--- src/rtl/jtframe_dwnld_pkg.sv ---
// Shared types for the ROM download packer.
// FSM states, FIFO entry layout and SDRAM lane-mask constants.
package jtframe_dwnld_pkg;

    // Byte address width carried in each FIFO entry
    localparam int DW_AW = 22;

    typedef enum logic [1:0] {
        IDLE,
        POP,
        SDRAM_WR,
        PROM_WR
    } state_t;

    typedef struct packed {
        logic [DW_AW-1:0] addr;
        logic [7:0]       data;
    } fifo_entry_t;

    // Active-low byte-lane masks
    localparam logic [1:0] MASK_LO   = 2'b10;
    localparam logic [1:0] MASK_HI   = 2'b01;
    localparam logic [1:0] MASK_NONE = 2'b11;

    function automatic logic [1:0] lane_mask(input logic odd);
        return odd ? MASK_HI : MASK_LO;
    endfunction

endpackage

--- src/rtl/jtframe_fifo_sync.sv ---
// Generic synchronous FIFO with occupancy count and flush.
// Ports: clk, rst (async high), flush, push, pop, din, dout, full, empty, count.
module jtframe_fifo_sync #(
    parameter int WIDTH = 8,
    parameter int AW    = 4
) (
    input  logic             clk,
    input  logic             rst,
    input  logic             flush,
    input  logic             push,
    input  logic             pop,
    input  logic [WIDTH-1:0] din,
    output logic [WIDTH-1:0] dout,
    output logic             full,
    output logic             empty,
    output logic [AW:0]      count
);

    localparam int DEPTH = 1 << AW;

    logic [WIDTH-1:0] mem [DEPTH];
    logic [AW-1:0]    wr_ptr;
    logic [AW-1:0]    rd_ptr;
    logic             do_push;
    logic             do_pop;

    assign full  = count[AW];
    assign empty = (count == '0);
    assign dout  = mem[rd_ptr];

    // A pop in the same cycle frees the slot for a push on a full FIFO.
    // A push arriving with flush becomes the first entry of the new session.
    assign do_pop  = pop & ~empty & ~flush;
    assign do_push = push & (flush | ~full | do_pop);

    always_ff @(posedge clk or posedge rst) begin
        if (rst) begin
            wr_ptr <= '0;
            rd_ptr <= '0;
            count  <= '0;
        end else if (flush) begin
            rd_ptr <= '0;
            wr_ptr <= AW'(do_push);
            count  <= (AW+1)'(do_push);
        end else begin
            if (do_push) wr_ptr <= wr_ptr + AW'(1);
            if (do_pop)  rd_ptr <= rd_ptr + AW'(1);
            case ({do_push, do_pop})
                2'b10:   count <= count + (AW+1)'(1);
                2'b01:   count <= count - (AW+1)'(1);
                default: count <= count;
            endcase
        end
    end

    always_ff @(posedge clk) begin
        if (do_push) mem[flush ? '0 : wr_ptr] <= din;
    end

endmodule

--- src/rtl/jtframe_dwnld_pack.sv ---
// Packs the ioctl byte download stream into SDRAM byte-lane writes,
// diverting bytes at or above PROM_START to a PROM strobe.
// In : clk_sys, RESET, downloading, ioctl_wr/addr/data, prog_ack
// Out: prog_addr/data/mask/we, prom_we/addr/data, dwnld_busy, overflow
module jtframe_dwnld_pack
    import jtframe_dwnld_pkg::*;
#(
    parameter int             AW         = DW_AW,
    parameter int             FIFO_AW    = 4,
    parameter logic [AW-1:0]  PROM_START = 22'h3F_0000,
    parameter bit             SWAB       = 1'b0
) (
    input  logic          clk_sys,
    input  logic          RESET,
    input  logic          downloading,
    input  logic          ioctl_wr,
    input  logic [AW-1:0] ioctl_addr,
    input  logic [7:0]    ioctl_data,
    output logic [AW-2:0] prog_addr,
    output logic [15:0]   prog_data,
    output logic [1:0]    prog_mask,
    output logic          prog_we,
    input  logic          prog_ack,
    output logic          prom_we,
    output logic [AW-1:0] prom_addr,
    output logic [7:0]    prom_data,
    output logic          dwnld_busy,
    output logic          overflow
);

    state_t          state;
    fifo_entry_t     din;
    fifo_entry_t     head;
    logic            dl_last;
    logic            rise;
    logic            wr_ok;
    logic            pop;
    logic            drop;
    logic            full;
    logic            empty;
    logic [FIFO_AW:0] count;

    assign din.addr = ioctl_addr;
    assign din.data = ioctl_data;

    // A new download window aborts whatever the last one left behind
    assign rise  = downloading & ~dl_last;
    assign wr_ok = ioctl_wr & downloading;
    assign pop   = (state == POP);
    assign drop  = wr_ok & full & ~pop;

    assign dwnld_busy = downloading
                      | (count != '0)
                      | (state != IDLE);

    jtframe_fifo_sync #(
        .WIDTH ($bits(fifo_entry_t)),
        .AW    (FIFO_AW)
    ) u_fifo (
        .clk   (clk_sys),
        .rst   (RESET),
        .flush (rise),
        .push  (wr_ok),
        .pop   (pop),
        .din   (din),
        .dout  (head),
        .full  (full),
        .empty (empty),
        .count (count)
    );

    always_ff @(posedge clk_sys or posedge RESET) begin
        if (RESET) begin
            state     <= IDLE;
            dl_last   <= 1'b0;
            prog_addr <= '0;
            prog_data <= '0;
            prog_mask <= MASK_NONE;
            prog_we   <= 1'b0;
            prom_we   <= 1'b0;
            prom_addr <= '0;
            prom_data <= '0;
            overflow  <= 1'b0;
        end else begin
            dl_last <= downloading;
            prom_we <= 1'b0;
            if (rise) begin
                state    <= IDLE;
                prog_we  <= 1'b0;
                overflow <= 1'b0;
            end else begin
                if (drop) overflow <= 1'b1;
                unique case (state)
                    IDLE: begin
                        if (!empty) state <= POP;
                    end
                    POP: begin
                        if (head.addr >= PROM_START) begin
                            prom_addr <= head.addr - PROM_START;
                            prom_data <= head.data;
                            prom_we   <= 1'b1;
                            state     <= PROM_WR;
                        end else begin
                            prog_addr <= head.addr[AW-1:1];
                            prog_data <= {2{head.data}};
                            prog_mask <= lane_mask(head.addr[0] ^ SWAB);
                            prog_we   <= 1'b1;
                            state     <= SDRAM_WR;
                        end
                    end
                    SDRAM_WR: begin
                        if (prog_ack) begin
                            prog_we <= 1'b0;
                            state   <= IDLE;
                        end
                    end
                    PROM_WR: begin
                        state <= IDLE;
                    end
                    default: state <= IDLE;
                endcase
            end
        end
    end

endmodule
--- config.mk ---
export PLATFORM = sky130hd
export DESIGN_NAME = jtframe_dwnld_pack
export DESIGN_NICKNAME = d
export VERILOG_FILES = /design/src/rtl/jtframe_dwnld_pkg.sv /design/src/rtl/jtframe_fifo_sync.sv /design/src/rtl/jtframe_dwnld_pack.sv
export SDC_FILE = /design/constraint.sdc
export NUM_CORES = 1
export LEC_CHECK = 0
export BUFFER_PORTS_ARGS = -buffer_cell sky130_fd_sc_hd__clkbuf_2
export CELL_PAD_IN_SITES_DETAIL_PLACEMENT = 0
export CELL_PAD_IN_SITES_GLOBAL_PLACEMENT = 1
export CORE_AREA = 2 2 272 167
export DETAILED_ROUTE_END_ITERATION = 8
export DIE_AREA = 0 0 274 169
export GPL_TIMING_DRIVEN = 1
export HOLD_SLACK_MARGIN = 0.12
export PLACE_DENSITY = 0.77
export SYNTH_ARGS = -nofsm -noshare
export SYNTH_HDL_FRONTEND = slang
export SYNTH_HIERARCHICAL = 1
export SYNTH_SLANG_ARGS = --single-unit
--- constraint.sdc ---
create_clock -name clk_sys -period 8.45 [get_ports clk_sys]
set_input_delay 0.845 -clock clk_sys [delete_from_list [all_inputs] [get_ports clk_sys]]
set_output_delay 0.845 -clock clk_sys [all_outputs]
set_load 0.01 [all_outputs]
# Word-level counts from Yosys, hierarchy flattened

Memories as Yosys holds them, arrays and structs flattened.
Cells that the tools add are included.

Register bits: 88
Bits in latches: 0
Bits in writable memories: 480
Bits in read-only memories: 0
Input port bits: 35
Word-level logic and storage cells: 82
Memories: 1

Memories:

| name       | depth | width | rd ports | clocked after memory_dff | wr ports | line                    | source |
|---|---|---|---|---|---|---|---|
| u_fifo.mem | 16    | 30    | 1        | 0                        | 1        | jtframe_fifo_sync.sv:21 | `logic [WIDTH-1:0] mem [DEPTH];` |

Add/subtract/negate cells: 5
Multiply operators: 0
Divide/modulo/power cells: 0
Magnitude comparators: 1
Eq/ne operators: 8
Shift operators: 0
Multiplexer cells: 24
Bitwise logic cells: 17
Reductions and logical operators: 13

Operators with widths:

| operator                                                  | count |
|---|---|
| greater-or-equal comparator 22 bit, second input constant | 1 |
| subtractor 22 bit, second input constant                  | 1 |
| 2-to-1 mux 4 bit                                          | 5 |
| 2-to-1 mux 1 bit                                          | 11 |
| case mux 5 bit (2 select lines)                           | 1 |
| inequality test 3 x 2 -> 1 bit, second input constant     | 3 |
| AND reduction 3 bit                                       | 3 |
| adder 4 x 1 -> 4 bit, second input constant               | 2 |
| 2-to-1 mux 2 bit                                          | 4 |
| case mux 2 bit (4 select lines)                           | 1 |
| nonzero test 2 bit                                        | 4 |
| AND 1 bit                                                 | 7 |
| equality test 2 bit, second input constant                | 3 |
| inverter 1 bit                                            | 6 |
| nonzero test 3 bit                                        | 2 |
| adder 5 x 1 -> 5 bit, second input constant               | 1 |
| logical NOT 5 bit                                         | 1 |
| 2-to-1 mux 5 bit                                          | 1 |
| nonzero test 5 bit                                        | 1 |
| subtractor 5 x 1 -> 5 bit, second input constant          | 1 |
| equality test 2 x 1 -> 1 bit, second input constant       | 2 |
| bitwise OR 1 bit                                          | 4 |
| logical NOT 2 bit                                         | 1 |
| case mux 1 bit (2 select lines)                           | 1 |
| AND reduction 2 bit                                       | 1 |

# Longest topological paths before layout

Gate-level depths: netlist of the first run.

Depth in word-level cells: 9
Gate-level depth with buffers: 11

# By module

The synthesis of the first run kept the hierarchy.

By module, submodules not included:

| module             | times used | cells each | area an instance (sq um) |
|---|---|---|---|
| jtframe_fifo_sync  | 1          | 862        | 18913.1 |
| jtframe_dwnld_pack | 1          | 174        | 2783.9 |

# Least setup slack after synthesis of the first run

OpenSTA, ideal clock, no wires.

Kind: input-to-reg
Start point: input port downloading
End point: memory u_fifo/mem[0][0] (netlist bit) (enable)
Library setup time: 0.417 ns
Arrival time: 3.145 ns
Slack: 4.888 ns
Stages on the path: 6
Cells stage by stage: nand2b_1 -> inv_1 -> clkbuf_1 -> buf_1 -> nor2_1 -> nor2_1

Cells in the longest elaborated chain, start to end: 7
Elaborated cells between the ends (all ways): 10
Those cells by class: mux: 3; bitwise: 7

RTL lines:

| element                       | line                     | source |
|---|---|---|
| from (decl)                   | jtframe_dwnld_pack.sv:15 | `input logic downloading,` |
| AND 1 bit (*)                 | jtframe_dwnld_pack.sv:47 | `assign rise = downloading & ~dl_last;` |
| via rise                      | jtframe_dwnld_pack.sv:35 | `logic rise;` |
| inverter 1 bit (no line)      | -                        |  |
| AND 1 bit                     | jtframe_fifo_sync.sv:33  | `assign do_pop = pop & ~empty & ~flush;` |
| bitwise OR 1 bit              | jtframe_fifo_sync.sv:34  | `assign do_push = push & (flush \| ~full \| do_pop);` |
| AND 1 bit                     | jtframe_fifo_sync.sv:34  |  |
| 2-to-1 mux 1 bit (2 in a row) | jtframe_fifo_sync.sv:57  | `if (do_push) mem[flush ? '0 : wr_ptr] <= din;` |
| to (decl)                     | jtframe_fifo_sync.sv:21  |  |

Mark *: on every way through the listed nets, which the timed path passes. The rest lies on a longest branch.

==> summary by stage, run 1 <==
Outcome
The run finished with clean final reports.

STA
The final critical path time including I/O delays and setup is 4.73 ns. Setup violations remaining at the end of the flow were counted as 0. The number of pins with negative max-slew slack in the final report is 0. The maximum frequency from static timing analysis is 0.212 GHz. Setup repair after global routing left no endpoint under its margin.

The hold violation count in the final report is 0. At the pin with the least slew margin, the transition time is 1.22 ns. The worst setup margin is 3.72 ns. The relative slew slack is 18.1%.

The part of the cycle the worst path needs is 55.9%. The total negative setup slack is 0 ns. Between clock sinks in the finished design, the worst skew comes to 0.0242 ns.

Critical path
On the worst path, the slowest cell contributes a delay of 0.88 ns. STA classifies the critical path endpoint as a flip-flop. The slowest cell on the critical path is sky130_fd_sc_hd__dfrtp_4. The signal on the critical path passes through buf_4 -> mux4_2 -> a22oi_1 -> nand2_1 -> and4_4 -> a211oi_4 -> buf_4 -> mux2_2.

Across all register-to-register paths, the minimum setup slack is 3.72 ns. By startpoint and endpoint, the worst setup path is classified as reg -> reg. The cell that appears most often on the critical path is sky130_fd_sc_hd__buf_4. The maximum fanout along the worst path is 47. The kind of start point of the critical path is a flip-flop. In this run the critical register-to-register path is launched from u_fifo/rd_ptr[0]$_DFFE_PP0P_. The worst register-to-register path ends at prog_data[9]$_DFFE_PP0P_. STA puts the critical path data arrival time at 5.16 ns. The number of cells traversed by the worst register-to-register path is 8. The required arrival time at the worst endpoint is 8.88 ns.

Routing
For this block, the initial DRC count from the detailed router was 1079. The detail route stage leaves a number of antenna-violating nets equal to 0. The mean number of vias per cell is 5.91.

The total number of vias is 10600. The number of iterations in the first detailed-routing pass is 5. The final wirelength is 46700 µm. The remaining design rule violation count is 0. Dividing the detail-routed wire length by the instance count gives 26.1 µm.

Clocking
The number of resized instances in the post-cts repair step is 0. The clock tree synthesis step divided the H-tree into 2 levels. The buffer type at the clock tree root is sky130_fd_sc_hd__clkbuf_16. At the later pin of the worst-skew pair, clock insertion delay measures 0.57 ns. The number of hold buffers added after cts is 0. After clock tree synthesis, the clock-pin slew on the worst setup and hold paths is 0.07 ns. The clock tree from TritonCTS is done. CTS saw 560 sinks.

The longest clock path from root to sink contains 3 buffers. The buffers inserted during post-CTS setup optimization is 0. The CTS buffer count is 49.

Power
The areal power density over the cells is 292 mW/mm². IR analysis of the VDD net gives a maximum drop of 0.161 mV. For this design the static power due to leakage is 8.43 nW.

Logic synthesis
The distinct cell type count after synthesis is 52. The proportion of synthesized chip area in sequential cells is 75.7%. Summing every instance area after synthesis gives 0.0217 mm². Counting flops with a built-in enable in the synthesized netlist gives 480. Counting flops and latches in the post-synthesis netlist gives 560.

Among all cell types in the netlist, the one instantiated most often is sky130_fd_sc_hd__edfxtp_1. By count the netlist is led by sky130_fd_sc_hd__edfxtp_1, sky130_fd_sc_hd__mux4_2, sky130_fd_sc_hd__dfrtp_1, sky130_fd_sc_hd__a22oi_1, sky130_fd_sc_hd__nor2_1. After synthesis, the largest area contributor takes up 66.4% of total cell area. The commonest register cell after synthesis is sky130_fd_sc_hd__edfxtp_1.

The mean area per synthesized cell is 20.9 µm². By area the synthesized netlist is led by sky130_fd_sc_hd__edfxtp_1, sky130_fd_sc_hd__mux4_2, sky130_fd_sc_hd__dfrtp_1, sky130_fd_sc_hd__a22oi_1, sky130_fd_sc_hd__mux2_4. The fraction of synthesis flops using an asynchronous set or reset pin is 14.3%.

The net count after synthesis is 1078. The cell count after synthesis is 1036. The library cell with the largest summed area after synthesis is sky130_fd_sc_hd__edfxtp_1.

Yosys printed 6 warnings.

Global routing
The first global-routing pass estimated 69700 µm of wire. The number of antenna violations at the first check in global routing is 0. Entering global routing, the biggest net connects 68 pins. The global-route usage over all layers is 20.6%. The via count of the first global-routing pass is 10600.

The total congestion overflow is 0.

Place
The number of buffers inserted by port buffering is 107. Timing analysis after detailed placement gives a worst setup slack of 3.61 ns. The final HPWL from detailed placement is 25400 µm. The routability congestion estimate from global placement is 0.742.

Floorplanning
The initial core utilization is 49.3%. For this design the top-level I/O count stands at 108. The die covers 0.0463 mm². The total area inside the core boundary comes to 0.0440 mm². Measured along the y axis, the die boundary spans 169 µm. The x dimension of the die is 274 µm. The floorplan has 60 rows.

Cells and area
Compared with the post-synthesis result, the final layout area differs by 13.2%. Cells with a size suffix above 1 make up 33.6% of the layout. After filler insertion, the fill cell instance count of the layout stands at 3308. The number of nets at the end of the flow is 1199.

Flow run
The max-capacitance violation count is 0.

Min path
In this run the worst hold path is classified as in -> async.
[final cells by class]
cell class              instances  area (µm²)  share of cell area (%)
diodes                          1        2.50                  0.0102
clock inverters                24         205                   0.835
repair buffers                132         723                    2.94
clock buffers                  68        1390                    5.66
flip-flops and latches        560       16400                    66.9
well taps                     589         737                    3.00
inverters                      17        65.1                   0.265
multi-input cells             397        5020                    20.4
[routing by layer]
metal	track usage, %	routed length, µm	part of all wire [%]	vias to the layer above
met5	0	0	0	-
met4	4.37	843	1.8	0
met3	3.93	3050	6.5	67
met2	32.5	22400	48	343
met1	30.3	20400	44	5680
li1	-	-	-	4478
[state kept, by name, indices dropped and copies added, names as in the netlist]
register,flops
dl_last,1
overflow,1
prog_addr,21
prog_data,8
prog_mask,2
prog_we,1
prom_addr,22
prom_data,8
prom_we,1
state,2
u_fifo/count,5
u_fifo/mem,480
u_fifo/rd_ptr,4
u_fifo/wr_ptr,4
[how the worst max path moves through the flow]
stage / start / end / slack (ns) / cells past startpoint
4_1_cts: u_fifo/rd_ptr[0]$_DFFE_PP0P_ / prog_data[9]$_DFFE_PP0P_ / 3.59 / 8
3_3_place_gp: u_fifo/rd_ptr[0]$_DFFE_PP0P_ / prog_addr[5]$_DFFE_PP0P_ / 3.75 / 8
5_1_grt: u_fifo/rd_ptr[0]$_DFFE_PP0P_ / prog_data[8]$_DFFE_PP0P_ / 3.35 / 8
2_1_floorplan: downloading / u_fifo/mem[0][0]$_DFFE_PP_ / 4.89 / 6
3_5_place_dp: u_fifo/rd_ptr[0]$_DFFE_PP0P_ / prog_data[7]$_DFFE_PP0P_ / 3.61 / 8
6_report: u_fifo/rd_ptr[0]$_DFFE_PP0P_ / prog_data[9]$_DFFE_PP0P_ / 3.72 / 8
[power breakdown]
group,total [mW],switching (mW),internal [mW]
clock network,2.23,0.958,1.27
registers,3.39,0.213,3.18
logic,1.57,0.775,0.791
[worst max-delay path: cells and delay by family (launching register included)]
family	cells	cell delay, ns
AOI/OAI and AO/OA	2	1.04
buffers and inverters	2	1.31
DFF	1	0.88
muxes	2	0.99
and+or+nand+nor	2	0.35
[through the flow]
stage	cells	total power, mW	hold slack (ns)	area [µm²]	util (%)
after global routing	1787	7.50	0.347	24600	55.8
after floorplan	1036	4.58	0.457	21700	-
after detailed placement	1695	5.03	0.460	23000	52.2
after CTS	1787	7.26	0.337	24600	55.8
final	1788	7.18	0.338	24600	55.9
after global placement	1695	5.00	0.459	23000	52.2
[cell usage in the layout (no fill, tap or decap), types with 6 or more instances in the layout]
| master | count |
|---|---|
| sky130_fd_sc_hd__inv_1 | 15 |
| sky130_fd_sc_hd__xor2_1 | 7 |
| sky130_fd_sc_hd__buf_4 | 25 |
| sky130_fd_sc_hd__mux4_2 | 120 |
| sky130_fd_sc_hd__clkbuf_1 | 12 |
| sky130_fd_sc_hd__clkinv_1 | 15 |
| sky130_fd_sc_hd__clkbuf_2 | 107 |
| sky130_fd_sc_hd__ha_1 | 6 |
| sky130_fd_sc_hd__nor2_4 | 17 |
| sky130_fd_sc_hd__edfxtp_1 | 480 |
| sky130_fd_sc_hd__a21oi_1 | 6 |
| sky130_fd_sc_hd__mux2_2 | 28 |
| sky130_fd_sc_hd__nand2_1 | 34 |
| sky130_fd_sc_hd__nor2_1 | 19 |
| sky130_fd_sc_hd__a22oi_1 | 60 |
| sky130_fd_sc_hd__clkbuf_16 | 51 |
| sky130_fd_sc_hd__mux2_4 | 26 |
| sky130_fd_sc_hd__dfrtp_1 | 76 |
| sky130_fd_sc_hd__mux2i_1 | 8 |
[kinds of logic (layout without fill, tap and decap cells)]
| family | after synthesis | count (layout) | synth area share (%) |
|---|---|---|---|
| other | 0 | 1 | 0 |
| AO/OA/AOI/OAI | 88 | 88 | 3.00 |
| multiplexers | 184 | 184 | 16.2 |
| AND/OR/NAND/NOR | 111 | 111 | 2.58 |
| XOR/XNOR | 7 | 7 | 0.283 |
| buffers and inverters | 79 | 241 | 1.85 |
| adder cells (fa/ha/maj) | 7 | 7 | 0.438 |
| flip-flops | 560 | 560 | 75.7 |
No activity file was read; power rests on OpenSTA's default activity.
==> run 2: changes to the inputs <==
Clock period 8.45 ns to 5 ns, I/O delays scaled along.
==> run 2 against run 1 <==
Net effect: via count grew 0.61%; sequential cell count is the same; register-to-register slack lost 2.4 ns; design area grew 0.46%; fmax grew 27%; largest cell class unchanged; largest power group unchanged; highest routed layer unchanged.
==> summary by stage, run 2 (synthesis results as in run 1) <==
Outcome
Outcome: complete, no violations (unchanged).

Cells and area
The register with the most flip-flops is u_fifo/mem (unchanged). The leading cell type in the layout, fill and taps excluded is sky130_fd_sc_hd__edfxtp_1 (unchanged). The final design instance area without fill is 0.0247 mm² (was 0.0246 mm²). The storage element area is 0.0164 mm² (unchanged). Registers with the highest flip-flop counts: u_fifo/mem (480), prom_addr (22), prog_addr (21) (unchanged). The multi-input combinational cell area came to 0.00502 mm² (unchanged). The number of nets at the end of the flow is 1214 (was 1199).

The number of flip-flops in the largest register is 480 (unchanged). The area added between synthesis and finish came to 13.8% (was 13.2%). The number of diodes came to 0 (was 1). The count of filler cells inserted in the layout is 3306 (was 3308). Top library cells by usage in the layout, fill and taps aside: sky130_fd_sc_hd__edfxtp_1, sky130_fd_sc_hd__mux4_2, sky130_fd_sc_hd__clkbuf_2 (unchanged). The fraction of final layout cells with drive strength greater than 1 is 34.8% (was 33.6%). The number of cells in the finished layout apart from fillers is 1803 (was 1788).

Routing
The number of iterations in the first detailed-routing pass is 5 (unchanged). The total routed wire length on the met1 layer was 20600 µm (was 20400 µm). The total number of vias is 10600 (about the same). The length of routed met3 wiring is 3370 µm (was 3050 µm). The count of antenna-violating nets left after detailed routing is 0 (unchanged). The final wirelength is 47200 µm (was 46700 µm). The length of routed met2 wiring is 22400 µm (about the same). The average wire per standard cell came to 26.2 µm (was 26.1 µm). The remaining design rule violation count was 0 (unchanged). The topmost layer with routed signal wires is met4 (unchanged).

The starting DRC count in detailed routing came to 1112 (was 1079). The mean number of vias per cell is 5.90 (was 5.91).

Clocking
The CTS buffer count is 51 (was 49). The clock insertion delay at the later pin of the skew report is 0.58 ns (was 0.57 ns). The clock sink count is 560 (unchanged).

The H-tree level count was 2 (unchanged). The buffer type at the clock tree root is sky130_fd_sc_hd__clkbuf_16 (unchanged). The number of hold buffers added after cts was 2 (was 0). The number of resized instances in the post-cts repair step is 0 (unchanged). The maximum number of buffers from clock root to sink is 3 (unchanged).

The buffers inserted during post-CTS setup optimization is 0 (unchanged). The clock tree from TritonCTS is done (unchanged). The clock transition at the registers of the reported paths is 0.07 ns (about the same).

Place
The pre-CTS setup slack was 1.25 ns (was 3.61 ns). The number of buffers inserted by port buffering is 107 (unchanged). The final HPWL from detailed placement is 26800 µm (was 25400 µm). The number of instances in the placed design was 1706 (was 1695).

The area of placed instances is 0.0231 mm² (was 0.0230 mm²). The routability congestion estimate from global placement is 0.744 (was 0.742).

Flow run
The max-capacitance violation count is 0 (unchanged).

STA
The number of pins with negative max-slew slack in the final report came to 0 (unchanged). The total of endpoints with negative setup slack in the final report is 0 (unchanged). The final setup skew is 0.0194 ns (was 0.0242 ns).

The total negative setup slack is 0 ns (unchanged). The final critical path time including I/O delays and setup was 3.71 ns (was 4.73 ns). The maximum frequency from static timing analysis is 0.269 GHz (was 0.212 GHz). The part of the cycle the worst path needs is 74.3% (was 55.9%).

The hold violation count in the final report was 0 (unchanged). The worst-margin pin slew is 1.35 ns (was 1.22 ns). RSZ-0062 raised after global routing: false (unchanged). The worst setup margin is 1.29 ns (was 3.72 ns).

The relative slew slack was 8.95% (was 18.1%).

Power
The portion of total power attributed to the clock network came to 30.9% (was 31.0%). The combinational group share of total power is 22.3% (was 21.8%). The static leakage power is 8.51 nW (was 8.43 nW).

The total design power came to 12.1 mW (was 7.18 mW). The switching power of the nets is 3.30 mW (was 1.95 mW). The sequential fraction of design power is 46.7% (was 47.2%).

The areal power density over the cells is 491 mW/mm² (was 292 mW/mm²). The internal portion of total power was 8.80 mW (was 5.24 mW). The peak supply drop is 0.388 mV (was 0.161 mV). The switching part of the total came to 27.3% (was 27.1%).

Critical path
The critical path start-end classification is reg -> reg (unchanged). The slowest cell on the critical path is sky130_fd_sc_hd__nand4_4 (was sky130_fd_sc_hd__dfrtp_4). The number of cells traversed by the worst register-to-register path was 6 (was 8). The element type at the critical path end is a flip-flop (unchanged).

Sequence of cells on the critical path: buf_4 -> mux4_2 -> a22oi_1 -> nand2_1 -> nand4_4 -> mux2_4 (was buf_4 -> mux4_2 -> a22oi_1 -> nand2_1 -> and4_4 -> a211oi_4 -> buf_4 -> mux2_2). The worst path arrival time is 4.16 ns (was 5.16 ns). The kind of start point of the critical path is a flip-flop (unchanged).

The required arrival time at the worst endpoint came to 5.45 ns (was 8.88 ns). The maximum fanout along the worst path is 55 (was 47). The peak per-stage delay on the critical path was 0.80 ns (was 0.88 ns).

Floorplanning
The area of the core came to 0.0440 mm² (unchanged). The x dimension of the die is 274 µm (unchanged). The die boundary height is 169 µm (unchanged). The number of I/O pins is 108 (unchanged). The die area came to 0.0463 mm² (unchanged). The initial core utilization came to 49.3% (unchanged).

The placement row count is 60 (unchanged).

Min path
The instance count along the most critical hold path is 3. The type of the tightest min-delay check is in -> reg (was in -> async).

Global routing
The first-pass GRT wire length came to 70400 µm (was 69700 µm). The global-route usage over all layers was 20.9% (was 20.6%). The total congestion overflow is 0 (unchanged).

The number of antenna violations at the first check in global routing is 0 (unchanged). The via count of the first global-routing pass was 10800 (was 10600). The pin count of the biggest net entering global routing is 68 (unchanged).
==> run 2: worst paths after layout <==
kind                                         startpoint                          end  slack, ns
max in group asynchronous                         RESET    prom_addr[14]$_DFFE_PP0P_       3.58
max reg2reg                u_fifo/rd_ptr[1]$_DFFE_PP0P_     prom_data[0]$_DFFE_PP0P_       1.29
max                        u_fifo/rd_ptr[1]$_DFFE_PP0P_     prom_data[0]$_DFFE_PP0P_       1.29
min in group asynchronous                         RESET  u_fifo/count[4]$_DFFE_PP0P_       0.53
min                                            prog_ack         state[1]$_DFFE_PP0P_       0.22
min reg2reg                    prog_mask[1]$_DFFE_PP1P_     prog_mask[1]$_DFFE_PP1P_       0.47
==> run 2: through the flow <==
stage                     hold WS, ns  util [%]
after floorplan                 0.377         -
after global placement          0.457      52.4
after detailed placement        0.456      52.4
after CTS                       0.200      56.1
after global routing            0.216      56.1
final                           0.215      56.1
==> run 2: power groups by stage <==
stage	Sequential (mW)	Clock (mW)	Combinational [mW]
after floorplan	5.68	0	2.05
after global placement	5.75	0	2.72
after detailed placement	5.76	0	2.74
after CTS	5.66	3.83	2.75
after global routing	5.70	4.05	2.93
final	5.66	3.74	2.70
==> run 2: routing by layer <==
| layer | global-route usage (%) | vias to the layer above |
|---|---|---|
| met3 | 3.80 | 61 |
| met1 | 30.9 | 5668 |
| met4 | 5.01 | 0 |
| met2 | 32.7 | 399 |
| met5 | 0 | - |
| li1 | - | 4504 |
==> run 2: final cells by class <==
type	count	share of cell area [%]
multi-input cells	397	20.3
inverters	17	0.264
clock buffers	65	5.55
well taps	589	2.99
repair buffers	145	3.40
flip-flops and latches	560	66.5
clock inverters	30	0.923
==> run 2: critical path: cells and delay by family (launching register included) <==
| kind | cells | cell delay, ns |
|---|---|---|
| DFF | 1 | 0.67 |
| muxes | 2 | 0.94 |
| buffers and inverters | 1 | 0.69 |
| and+or+nand+nor | 2 | 1.09 |
| AOI/OAI and AO/OA | 1 | 0.09 |
